===== src/rtl/button_event_scheduler.sv =====
// -----------------------------------------------------------------------------
// button_event_scheduler
//
// Turns debounced button levels into discrete PRESS / RELEASE / LONG / REPEAT
// events and serialises them onto one valid/ready event port.
//
// Structure:
//   - free-running millisecond prescaler producing a one-cycle tick
//   - one IDLE/DOWN/HOLD detection FSM per button with a 16-bit ms counter
//   - one pending event slot per button
//   - round-robin arbiter feeding a single registered output stage
//
// Ports:
//   clk        in   system clock
//   rst_n      in   asynchronous active-low reset
//   btn_level  in   [NUM_BTN] debounced levels, 1 = pressed (clk domain)
//   enable     in   1 = event detection active; 0 parks every FSM in IDLE
//   evt_valid  out  event available
//   evt_ready  in   consumer ready
//   evt_id     out  [IDW] button index of the event
//   evt_type   out  [2] 00 PRESS, 01 RELEASE, 10 LONG, 11 REPEAT
//   evt_drop   out  one-cycle pulse when a generated event was discarded
//   btn_held   out  [NUM_BTN] 1 while that button's FSM is in HOLD
//   dbg_state  out  [2*NUM_BTN] FSM state of each button, button i at [2i+:2]
//
// Handshake: an event transfers on a rising edge where evt_valid=1 and
// evt_ready=1. Once evt_valid is raised, evt_id/evt_type stay stable and
// evt_valid stays high until that transfer; evt_valid never depends
// combinationally on evt_ready.
// -----------------------------------------------------------------------------
module button_event_scheduler #(
  parameter int CLK_FREQ  = 50_000_000,
  parameter int NUM_BTN   = 4,
  parameter int LONG_MS   = 1000,
  parameter int REPEAT_MS = 200,
  parameter int REPEAT_EN = 1,
  localparam int IDW      = (NUM_BTN > 1) ? $clog2(NUM_BTN) : 1
) (
  input  logic                   clk,
  input  logic                   rst_n,
  input  logic [NUM_BTN-1:0]     btn_level,
  input  logic                   enable,
  output logic                   evt_valid,
  input  logic                   evt_ready,
  output logic [IDW-1:0]         evt_id,
  output logic [1:0]             evt_type,
  output logic                   evt_drop,
  output logic [NUM_BTN-1:0]     btn_held,
  output logic [2*NUM_BTN-1:0]   dbg_state
);

  localparam int TICK_DIV = (CLK_FREQ / 1000 > 0) ? CLK_FREQ / 1000 : 1;
  localparam int PW       = (TICK_DIV > 1) ? $clog2(TICK_DIV) : 1;

  localparam logic [1:0] EV_PRESS   = 2'b00;
  localparam logic [1:0] EV_RELEASE = 2'b01;
  localparam logic [1:0] EV_LONG    = 2'b10;
  localparam logic [1:0] EV_REPEAT  = 2'b11;

  localparam logic [15:0] LONG_LAST   = 16'(LONG_MS - 1);
  localparam logic [15:0] REPEAT_LAST = 16'(REPEAT_MS - 1);

  typedef enum logic [1:0] {
    ST_IDLE = 2'd0,
    ST_DOWN = 2'd1,
    ST_HOLD = 2'd2
  } state_e;

  // ---------------------------------------------------------------------------
  // Millisecond prescaler (runs regardless of enable)
  // ---------------------------------------------------------------------------
  logic [PW-1:0] presc_q, presc_d;
  logic          tick;

  always_comb begin
    tick    = (presc_q == PW'(TICK_DIV - 1));
    presc_d = tick ? '0 : presc_q + 1'b1;
  end

  // ---------------------------------------------------------------------------
  // State
  // ---------------------------------------------------------------------------
  state_e        state_q     [NUM_BTN];
  state_e        state_d     [NUM_BTN];
  logic [15:0]   cnt_q       [NUM_BTN];
  logic [15:0]   cnt_d       [NUM_BTN];
  logic [NUM_BTN-1:0] gen_v;
  logic [1:0]    gen_type    [NUM_BTN];

  logic [NUM_BTN-1:0] pend_v_q, pend_v_d;
  logic [1:0]    pend_type_q [NUM_BTN];
  logic [1:0]    pend_type_d [NUM_BTN];

  logic          evt_valid_q, evt_valid_d;
  logic [IDW-1:0] evt_id_q,   evt_id_d;
  logic [1:0]    evt_type_q,  evt_type_d;
  logic          evt_drop_q,  evt_drop_d;
  logic [IDW-1:0] last_grant_q, last_grant_d;

  logic          load_out;
  logic          found;
  logic [IDW-1:0] sel;
  logic [IDW-1:0] cand;
  logic [NUM_BTN-1:0] grant;

  // ---------------------------------------------------------------------------
  // Per-button detection FSMs (next state + generated event)
  // Release is checked before the tick so it wins a coincident tick.
  // ---------------------------------------------------------------------------
  always_comb begin
    for (int i = 0; i < NUM_BTN; i++) begin
      state_d[i]  = state_q[i];
      cnt_d[i]    = cnt_q[i];
      gen_v[i]    = 1'b0;
      gen_type[i] = EV_PRESS;

      if (!enable) begin
        state_d[i] = ST_IDLE;
        cnt_d[i]   = '0;
      end else begin
        case (state_q[i])
          ST_IDLE: begin
            if (btn_level[i]) begin
              gen_v[i]    = 1'b1;
              gen_type[i] = EV_PRESS;
              cnt_d[i]    = '0;
              state_d[i]  = ST_DOWN;
            end
          end
          ST_DOWN: begin
            if (!btn_level[i]) begin
              gen_v[i]    = 1'b1;
              gen_type[i] = EV_RELEASE;
              state_d[i]  = ST_IDLE;
            end else if (tick) begin
              if (cnt_q[i] == LONG_LAST) begin
                gen_v[i]    = 1'b1;
                gen_type[i] = EV_LONG;
                cnt_d[i]    = '0;
                state_d[i]  = ST_HOLD;
              end else begin
                cnt_d[i] = cnt_q[i] + 16'd1;
              end
            end
          end
          ST_HOLD: begin
            if (!btn_level[i]) begin
              gen_v[i]    = 1'b1;
              gen_type[i] = EV_RELEASE;
              state_d[i]  = ST_IDLE;
            end else if (tick && (REPEAT_EN != 0)) begin
              if (cnt_q[i] == REPEAT_LAST) begin
                gen_v[i]    = 1'b1;
                gen_type[i] = EV_REPEAT;
                cnt_d[i]    = '0;
              end else begin
                cnt_d[i] = cnt_q[i] + 16'd1;
              end
            end
          end
          default: begin
            state_d[i] = ST_IDLE;
            cnt_d[i]   = '0;
          end
        endcase
      end
    end
  end

  // ---------------------------------------------------------------------------
  // Round-robin arbiter: first pending slot after last_grant, wrapping.
  // A grant only happens when the output register is free to load.
  // ---------------------------------------------------------------------------
  always_comb begin
    load_out = !evt_valid_q || evt_ready;
    found    = 1'b0;
    sel      = '0;
    cand     = '0;
    grant    = '0;
    for (int k = 1; k <= NUM_BTN; k++) begin
      cand = IDW'((int'(last_grant_q) + k) % NUM_BTN);
      if (!found && pend_v_q[cand]) begin
        found = 1'b1;
        sel   = cand;
      end
    end
    if (load_out && found) begin
      grant[sel] = 1'b1;
    end
  end

  // ---------------------------------------------------------------------------
  // Pending slots. A slot being granted this cycle is free for a new event
  // at the same edge, which keeps one-event-per-cycle throughput.
  // ---------------------------------------------------------------------------
  always_comb begin
    evt_drop_d = 1'b0;
    for (int i = 0; i < NUM_BTN; i++) begin
      pend_v_d[i]    = pend_v_q[i] & ~grant[i];
      pend_type_d[i] = pend_type_q[i];
      if (gen_v[i]) begin
        if (!pend_v_q[i] || grant[i]) begin
          pend_v_d[i]    = 1'b1;
          pend_type_d[i] = gen_type[i];
        end else begin
          evt_drop_d = 1'b1;
        end
      end
    end
  end

  // ---------------------------------------------------------------------------
  // Output register
  // ---------------------------------------------------------------------------
  always_comb begin
    evt_valid_d  = evt_valid_q;
    evt_id_d     = evt_id_q;
    evt_type_d   = evt_type_q;
    last_grant_d = last_grant_q;
    if (load_out) begin
      if (found) begin
        evt_valid_d  = 1'b1;
        evt_id_d     = sel;
        evt_type_d   = pend_type_q[sel];
        last_grant_d = sel;
      end else begin
        evt_valid_d = 1'b0;
      end
    end
  end

  // ---------------------------------------------------------------------------
  // Registers
  // ---------------------------------------------------------------------------
  always_ff @(posedge clk or negedge rst_n) begin
    if (!rst_n) begin
      presc_q      <= '0;
      pend_v_q     <= '0;
      evt_valid_q  <= 1'b0;
      evt_id_q     <= '0;
      evt_type_q   <= EV_PRESS;
      evt_drop_q   <= 1'b0;
      last_grant_q <= IDW'(NUM_BTN - 1);
      for (int i = 0; i < NUM_BTN; i++) begin
        state_q[i]     <= ST_IDLE;
        cnt_q[i]       <= '0;
        pend_type_q[i] <= EV_PRESS;
      end
    end else begin
      presc_q      <= presc_d;
      pend_v_q     <= pend_v_d;
      evt_valid_q  <= evt_valid_d;
      evt_id_q     <= evt_id_d;
      evt_type_q   <= evt_type_d;
      evt_drop_q   <= evt_drop_d;
      last_grant_q <= last_grant_d;
      for (int i = 0; i < NUM_BTN; i++) begin
        state_q[i]     <= state_d[i];
        cnt_q[i]       <= cnt_d[i];
        pend_type_q[i] <= pend_type_d[i];
      end
    end
  end

  // ---------------------------------------------------------------------------
  // Outputs
  // ---------------------------------------------------------------------------
  always_comb begin
    evt_valid = evt_valid_q;
    evt_id    = evt_id_q;
    evt_type  = evt_type_q;
    evt_drop  = evt_drop_q;
    btn_held  = '0;
    dbg_state = '0;
    for (int i = 0; i < NUM_BTN; i++) begin
      btn_held[i]          = (state_q[i] == ST_HOLD);
      dbg_state[2*i +: 2]  = state_q[i];
    end
  end

endmodule


===== config.mk =====
export PLATFORM = sky130hd
export DESIGN_NAME = button_event_scheduler
export DESIGN_NICKNAME = d
export VERILOG_FILES = /design/src/rtl/button_event_scheduler.sv
export SDC_FILE = /design/constraint.sdc
export NUM_CORES = 1
export LEC_CHECK = 0
export CAP_MARGIN = 20
export CORE_MARGIN = 10
export CORE_UTILIZATION = 50
export CTS_BUF_LIST = sky130_fd_sc_hd__clkbuf_4 sky130_fd_sc_hd__clkbuf_8
export DETAILED_ROUTE_END_ITERATION = 6
export GPL_TIMING_DRIVEN = 0
export PLACE_DENSITY_LB_ADDON = 0.3
export SYNTH_ARGS = -nofsm -noshare
export SYNTH_HDL_FRONTEND = slang
export SYNTH_SLANG_ARGS = --single-unit
export TNS_END_PERCENT = 5

===== constraint.sdc =====
create_clock -name clk -period 3.16 [get_ports clk]
set_input_delay 0.948 -clock clk [delete_from_list [all_inputs] [get_ports clk]]
set_output_delay 0.948 -clock clk [all_outputs]
set_load 0.05 [all_outputs]

==> out/metrics.cfg <==
[cts]
cts-root-buf = clkbuf_8
htreeDepth = 3
cts.clk_slew.worst_paths_ps = 100
cts_tree = built
clk_path_buf_depth = 2
postCtsSetupBuffers = 0
ctsHoldBuffers = 0
numCtsBuffers = 9
clk_latency_ps = 390
clock-sinks = 108

[setup_path]
worst_setup_path_end_kind = primary output
max_stage_delay_ps = 830
slowest_stage = clkdlybuf4s50_1
path_delay_family = buffers and inverters
cp_max_fo = 5
start_kind = register
critical_path.cell_chain = inv_1 > ha_1 > clkdlybuf4s50_1
required_ps = 2210
crit_arrival_ps = 2040
crit_buf_inv = 2
crit_type = reg2out

[timing]
skew_ps = 8.442
fin_crit_sh_pct = 94.56
fmax_mhz = 334.7
max_slew_margin_pct = 35.40
worst_pin_slew_ps = 953.9
holdWs_ps = 458.2
drv_slew = 0
fin_crit_ps = 2988
rsz0062_at_grt = no
setup_viol = 0
finalHoldViolations = 0

[power]
leakagePower_nw = 3.209
switchingPower_mw = 1.316
vdd_drop_max_mv = 0.3001
swShare_pct = 36.44
comb_power_share_pct = 31.2
pwr-share-seq_pct = 44.1
p_total_mw = 3.611
power.density_nw_per_um2 = 500.3
intPower_mw = 2.295
clkPwrFrac_pct = 24.8

[final_layout]
antennaDiodeCount = 0
area_growth_syn_to_layout_pct = 10.50
layout-drive-gt1-share_pct = 7.867
fin_nets = 778
fillers = 1172
fin_util_pct = 56.73

[yosys]
synth.most_common_cell = dfrtp_1
synth_cells = 710
synth_edf_count = 0
synthTopCellsByCount = dfrtp_1 (106), nand2_1 (74), nor2_1 (64)
yosys_register_bits = 108
async_reset_ff_share_pct = 100.0
synth_top_area_cell = dfrtp_1
syn_nets = 743
syn_area_um2 = 6531
ys_types = 76
ys_seq_area_share_pct = 41.42
yosysWarnings = 0
synth.top_cell.area_share_pct = 40.61
synth_flop_cell = dfrtp_1
syn-mean-instance-area_um2 = 9.199
synthTopCellsByArea = dfrtp_1 (41%), ha_1 (4.8%), nand2_1 (4.3%), a22o_1 (4.2%), nor2_1 (3.7%)

[detailed_routing]
drtPass1Iterations = 6
vias = 5527
viasPerCell = 5.995
post_drt_wl_per_cell_um = 15.92
drt_iter0_drc = 353
ant_nets = 0
drt_wl_total_um = 14680
drcViolationCount = 0

[hold_path]
hold_class = reg2reg

[grt]
grt-ovfl-total = 0
antenna_found_initial = 0
grt_max_degree = 71
grt_pass1_wl_um = 25010
track_usage_pct = 16.50
grt_pass1_vias = 5395

[die]
die_y_um = 134.3
core_um2 = 12720
num_rows = 41
boundaryPins = 26
dieArea_um2 = 18030
fp.dieW_um = 134.3
initial_utilization_pct = 51.34

[flow_run]
maxCapViolCount = 0

[place]
gp_congestion = 0.8815
hpwl_um = 10600
portBuffers = 23

[status]
run_status = complete, no violations

==> registers in the layout (all words and copies together) (netlist names) <==
register      flops
cnt_q            64
evt_valid         1
evt_type          2
evt_drop          1
presc_q          16
last_grant_q      2
pend_v_q          4
dbg_state         8
evt_id            2
pend_type_q       8
==> repair_timing <==
action                                  4_1_cts  5_1_grt
gates resized for setup                       1        2
endpoints found under the setup margin        1        2
hold endpoints to repair                      0        0
==> cell usage in the layout, fill, tap and decap left out, types with 8 or more instances in the layout <==
cell | Yosys | layout
o21ai_0 | 36 | 36
nand2b_1 | 8 | 8
inv_1 | 21 | 21
a22o_1 | 31 | 31
nand2_1 | 74 | 74
nand3_1 | 40 | 40
clkbuf_1 | 11 | 11
and2_1 | 8 | 8
nor2_1 | 64 | 64
a21oi_1 | 22 | 22
nor2b_1 | 22 | 22
dfrtp_1 | 106 | 106
nand4_1 | 10 | 10
nor4_1 | 13 | 13
a21o_1 | 15 | 15
and3_1 | 25 | 25
nor3_1 | 19 | 19
clkbuf_8 | 0 | 11
xnor2_1 | 18 | 18
clkdlybuf4s50_1 | 0 | 19
ha_1 | 25 | 25
xor2_1 | 8 | 8
==> routing by layer <==
| layer | vias to the layer above | part of all wire, % | global-route usage (%) |
|---|---|---|---|
| li1 | 2672 | - | - |
| met1 | 2734 | 45 | 20.16 |
| met2 | 106 | 49 | 27.26 |
| met3 | 15 | 4.2 | 4.444 |
| met4 | 0 | 1.5 | 5.985 |
| met5 | - | 0 | 0 |
==> area by class of cell <==
class / instances / area [um2] / area share, %
plain buffers: 23 / 111.4 / 1.543
clock buffers: 11 / 151.4 / 2.098
clock inverters: 5 / 60.06 / 0.8322
inverters: 22 / 82.58 / 1.144
multi-input cells: 557 / 3632 / 50.33
flip-flops and latches: 108 / 2705 / 37.48
well taps: 172 / 215.2 / 2.982
repair buffers: 24 / 259.0 / 3.589
==> logic make-up after synthesis <==
kind of cell             count (synthesis)  share of synthesized area [%]
AND/OR/NAND/NOR                        320                          25.73
AO/OA/AOI/OAI                          172                          19.23
flip-flops                             108                          41.42
buffers and inverters                   45                          2.969
XOR/XNOR                                26                          3.487
adder cells (fa/ha/maj)                 25                          4.789
multiplexers                            14                          2.375
==> per-stage QoR <==
step	area, um2	cells	TNS [ps]	setup slack [ps]
2_1_floorplan	6531	710	0	394.5
3_3_place_gp	6977	905	-315880	-2947
3_5_place_dp	7002	906	-2223	-131.2
4_1_cts	7212	922	0	21.94
5_1_grt	7217	922	0	53.07
6_report	7217	922	0	172.0
==> worst paths after layout <==
path / startpoint / to / slack, ps / cells after the start
worst min-delay path: presc_q[0] / presc_q[0] / 460 / 1
worst max-delay path: dbg_state[0] / btn_held[0] / 170 / 3
worst min register to register: presc_q[0] / presc_q[0] / 460 / 1
min in group asynchronous: rst_n / presc_q[12] / 520 / 1
max in group asynchronous: rst_n / last_grant_q[1] / 1880 / 2
worst max register to register: dbg_state[1] / cnt_q[54] / 600 / 9
==> power by group through the flow <==
stage | logic, mW | registers [mW] | clock network, mW
finish | 1.13 | 1.59 | 0.894
CTS | 1.13 | 1.59 | 0.923
detailed placement | 1.13 | 1.61 | 0
global placement | 1.09 | 1.61 | 0
floorplan | 0.691 | 1.73 | 0
global route | 1.25 | 1.60 | 0.978
Power figures use the tool's default switching activity.
==> variant 1 (config.mk and constraints unchanged) <==
Register the input `btn_level` before use, without a reset. The logic sees it one clock later. The other inputs are not delayed to match.
--- a/src/rtl/button_event_scheduler.sv
+++ b/src/rtl/button_event_scheduler.sv
@@ -67,4 +67,10 @@
   } state_e;
 
+  logic [NUM_BTN-1:0] btn_level_q;
+
+  always_ff @(posedge clk) begin
+    btn_level_q <= btn_level;
+  end
+
   // ---------------------------------------------------------------------------
   // Millisecond prescaler (runs regardless of enable)
@@ -121,5 +127,5 @@
         case (state_q[i])
           ST_IDLE: begin
-            if (btn_level[i]) begin
+            if (btn_level_q[i]) begin
               gen_v[i]    = 1'b1;
               gen_type[i] = EV_PRESS;
@@ -129,5 +135,5 @@
           end
           ST_DOWN: begin
-            if (!btn_level[i]) begin
+            if (!btn_level_q[i]) begin
               gen_v[i]    = 1'b1;
               gen_type[i] = EV_RELEASE;
@@ -145,5 +151,5 @@
           end
           ST_HOLD: begin
-            if (!btn_level[i]) begin
+            if (!btn_level_q[i]) begin
               gen_v[i]    = 1'b1;
               gen_type[i] = EV_RELEASE;
Behaviour: not the same (a bounded check fails within 4 cycles, from zero or initial values and one cycle with rst_n low).
==> variant 1 against the unedited design <==
- area after synthesis increased by 1.0%
- power increased by 2.9%
- setup slack got worse by 0.074 ns
- final area increased by 0.73%
- worst hold slack improved by 0.017 ns
- sequential cell count increased by 4
- core utilization increased by 0.18 points
- clock skew increased by 0.0038 ns
- wire length increased by 2.3%
- sequential share of layout area increased by 0.83 points
==> variant 1: results <==
export IMPL_outcome="finished clean"
export IMPL_r2r_end="cnt_q[13]"
export IMPL_fin_crit_sh_pct=96.89
export IMPL_p_leak_nw=3.210
export IMPL_r2r_start="presc_q[0]"
export IMPL_drtIter0Drc=515
export IMPL_worstSetupStartpoint="dbg_state[4]"
export IMPL_syn_nets=763
export IMPL_pre_cts_ws_ns=0.04699
export IMPL_dp_hpwl_um=10750
export IMPL_seqPwrFrac_pct=44.4
export IMPL_crit_path_max_fanout=7
export IMPL_worst_pin_slew_ns=0.7909
export IMPL_async_flop_share_pct=96.43
export IMPL_worstSetupEndpoint="btn_held[2]"
export IMPL_first_global_vias=5391
export IMPL_power_switching_mw=1.370
export IMPL_p_per_area_mw_per_mm2=511.0
export IMPL_io_buffers=24
export IMPL_ff2ff_path_depth=10
export IMPL_netlist_top_cells_count="dfrtp_1, nand2_1, nor2_1, o21ai_0, nand3_1"
export IMPL_post_cts_resized=0
export IMPL_drive_gt1_share_pct=7.393
export IMPL_ys_types=69
export IMPL_grt_max_degree=61
export IMPL_synth_area_leaders="dfrtp_1, ha_1, o21ai_0"
## variant 1: cell count changes in the layout (fill, tap and decap cells not counted), moves of 5 or more
| cell | unedited run | this run |
|---|---|---|
| a22oi_1 | 5 | 0 |
| nand2_1 | 74 | 79 |
| xnor2_1 | 18 | 10 |
| o21bai_1 | 7 | 0 |
| o21ai_0 | 36 | 61 |
| a31oi_1 | 7 | 2 |
| a21oi_1 | 22 | 27 |
## variant 1: worst min path at each step
stage	startpoint	endpoint	slack (ns)	cells after the start
finish	presc_q[0]	presc_q[0]	0.48	1
global route	presc_q[0]	presc_q[0]	0.49	1
CTS	presc_q[0]	presc_q[0]	0.47	1
detailed placement	presc_q[0]	presc_q[0]	0.46	1
global placement	presc_q[0]	presc_q[0]	0.44	1
floorplan	presc_q[0]	presc_q[0]	0.43	1
## variant 1: worst max-delay path, stage by stage (launching register included)
cell	delay, ns
dfrtp_1	0.42
inv_1	0.14
ha_1	0.31
clkdlybuf4s50_1	0.86
## variant 1: layer usage
layer	share of wire, %	up-vias	GRT usage [%]
met2	48	147	27.43
met1	45	2733	21.24
li1	-	2738	-
met4	1.3	0	4.837
met3	5.1	19	4.154
met5	0	-	0
## variant 1: layout make-up
class	count	area share [%]
clock inverter	3	0.2410
multi-input combinational	570	49.74
inverter	23	1.188
buffer	25	1.583
timing repair buffer	25	3.683
tap	172	2.960
clock buffer	13	2.289
sequential	112	38.31
## variant 1: cells by family after synthesis
| group | synth area share, % |
|---|---|
| AND/OR/NAND/NOR | 24.73 |
| flip-flops | 42.22 |
| AO/OA/AOI/OAI | 19.70 |
| adder cells (fa/ha/maj) | 4.741 |
| multiplexers | 3.034 |
| XOR/XNOR | 2.522 |
| buffers and inverters | 3.053 |
==> variant 2 (same settings) <==
Made on the original files. `CLK_FREQ`: 50_000_000 -> 100_000_000.
--- a/src/rtl/button_event_scheduler.sv
+++ b/src/rtl/button_event_scheduler.sv
@@ -30,5 +30,5 @@
 // -----------------------------------------------------------------------------
 module button_event_scheduler #(
-  parameter int CLK_FREQ  = 50_000_000,
+  parameter int CLK_FREQ  = 100_000_000,
   parameter int NUM_BTN   = 4,
   parameter int LONG_MS   = 1000,
Formal check against the unedited RTL: same outputs for any inputs over 4 cycles, from zero or initial values and one cycle with rst_n low; that may be too few to reach the edited logic, so the function may still have changed.
==> variant 2 against the unedited design <==
- setup slack lost 0.082 ns
- wire length grew 0.42%
- die area grew 0.49%
- clock skew grew 0.0033 ns
- synthesized cell count grew 4.2%
- combinational power grew 18%
- area after synthesis grew 0.57%
- sequential share of layout area grew 0.16 points
- power grew 6.5%
- sequential cell count grew 1
- final area grew 0.50%
==> variant 2: results <==
export IMPL_antenna_found_initial=0
export IMPL_synth_avg_cell_area_um2=8.877
export IMPL_min_to="evt_id[1]"
export IMPL_r2r_end="cnt_q[5]"
export IMPL_drt_pre_antenna_iters=4
export IMPL_reg_top3="cnt_q (64), presc_q (17)"
export IMPL_dp_hpwl_um=10880
export IMPL_synthFlopType="dfrtp_1"
export IMPL_antennaDiodeCount=0
export IMPL_synth_area_leaders="dfrtp_1, ha_1, o21ai_0"
export IMPL_irDropWorstVdd_uv=246.0
export IMPL_grt_max_degree=73
export IMPL_clock_latency_ns=0.39
export IMPL_ys_types=71
export IMPL_final_cells=952
export IMPL_clock_skew_ns=0.01174
export IMPL_netlist_top_cells_count="dfrtp_1, nand2_1, nor2_1"
export IMPL_r2r_start="presc_q[12]"
export IMPL_gp_congestion=0.8697
export IMPL_p_leak_nw=2.999
export IMPL_io_buffers=22
export IMPL_outcome="finished clean"
export IMPL_track_usage_pct=16.61
export IMPL_placed_area_mm2=0.007049
export IMPL_first_global_vias=5468
export IMPL_post_cts_resized=1
export IMPL_r2r_slack_ns=0.30
export IMPL_via_count=5567
export IMPL_synth_adder_area_share_pct=4.762
export IMPL_root_buffer="clkbuf_8"
export IMPL_synth_xor_area_share_pct=4.400
export IMPL_worstSetupEndpoint="btn_held[3]"
export IMPL_relSlewSlack_pct=38.85
export IMPL_seqPwrFrac_pct=42.5
export IMPL_nFillCells=1177
export IMPL_nNetsFinal=808
export IMPL_synthMuxAreaShare_pct=2.552
export IMPL_placed_cells=936
export IMPL_initial_core_util_pct=51.63
export IMPL_drive_gt1_share_pct=6.282
export IMPL_power_share_combinational_pct=34.6
export IMPL_routed_wl_um=14740
export IMPL_hold_class="reg2reg"
export IMPL_crit_path_max_fanout=6
export IMPL_synth_seq_area_share_pct=41.56
export IMPL_h_tree_depth=3
export IMPL_synth_compound_area_share_pct=17.01
export IMPL_hp_start="evt_id[1]"
export IMPL_worstSetupStartpoint="dbg_state[6]"
export IMPL_drtIter0Drc=446
export IMPL_hold_depth=2
export IMPL_syn_nets=773
export IMPL_postCtsSetupRepairBufs=0
export IMPL_grt_pass1_wl_um=25420
export IMPL_swShare_pct=37.87
export IMPL_async_flop_share_pct=100.0
export IMPL_ff2ff_path_depth=7
## variant 2: changes by cell type after synthesis, moves of 8 or more
cell      unedited run  this run
o31ai_1              7        15
clkbuf_1            11        20
a22o_1              31         8
o21ai_0             36        61
nand4_1             10        18
nand2b_1             8        20
nor2b_1             22         9
and3_1              25        14
nor2_1              64        72
inv_1               21        35
xnor2_1             18        27
## variant 2: final cells by class
| class | instances | area [µm²] | share of cell area, % |
|---|---|---|---|
| Timing Repair Buffer | 24 | 269.0 | 3.709 |
| Clock buffer | 12 | 152.6 | 2.105 |
| Buffer | 24 | 100.1 | 1.380 |
| Inverter | 35 | 131.4 | 1.811 |
| Tap cell | 172 | 215.2 | 2.967 |
| Clock inverter | 4 | 47.55 | 0.6555 |
| Sequential cell | 109 | 2730 | 37.64 |
| Multi-Input combinational cell | 572 | 3607 | 49.73 |
## variant 2: through the flow
stage | hold slack [ns] | worst slack [ns] | util (%) | setup TNS [ns] | power [mW]
4_1_cts | 0.4896 | 0.05697 | 56.97 | 0 | 3.866
5_1_grt | 0.5194 | 0.01541 | 57.01 | 0 | 4.078
3_3_place_gp | 0.4674 | -2.988 | 55.06 | -322.36 | 2.919
3_5_place_dp | 0.4694 | 0.06920 | 55.41 | 0 | 2.987
2_1_floorplan | 0.4459 | 0.1672 | - | 0 | 2.594
6_report | 0.4815 | 0.09034 | 57.01 | 0 | 3.845
## variant 2: critical path: stages, from the launching register on
cell and delay [ns]:
dfrtp_1 0.44, inv_1 0.12, ha_1 0.31, clkdlybuf4s50_1 0.86
## variant 2: layer usage
layer  wire length [µm]  part of all wire (%)  track usage (%)  vias to the layer above
li1                   -                     -                -                     2751
met3                587                   4.0            4.006                       24
met4                213                   1.4            5.079                        0
met2               7036                    48            27.24                       80
met1               6905                    47            21.12                     2712
met5                  0                     0                0                        -
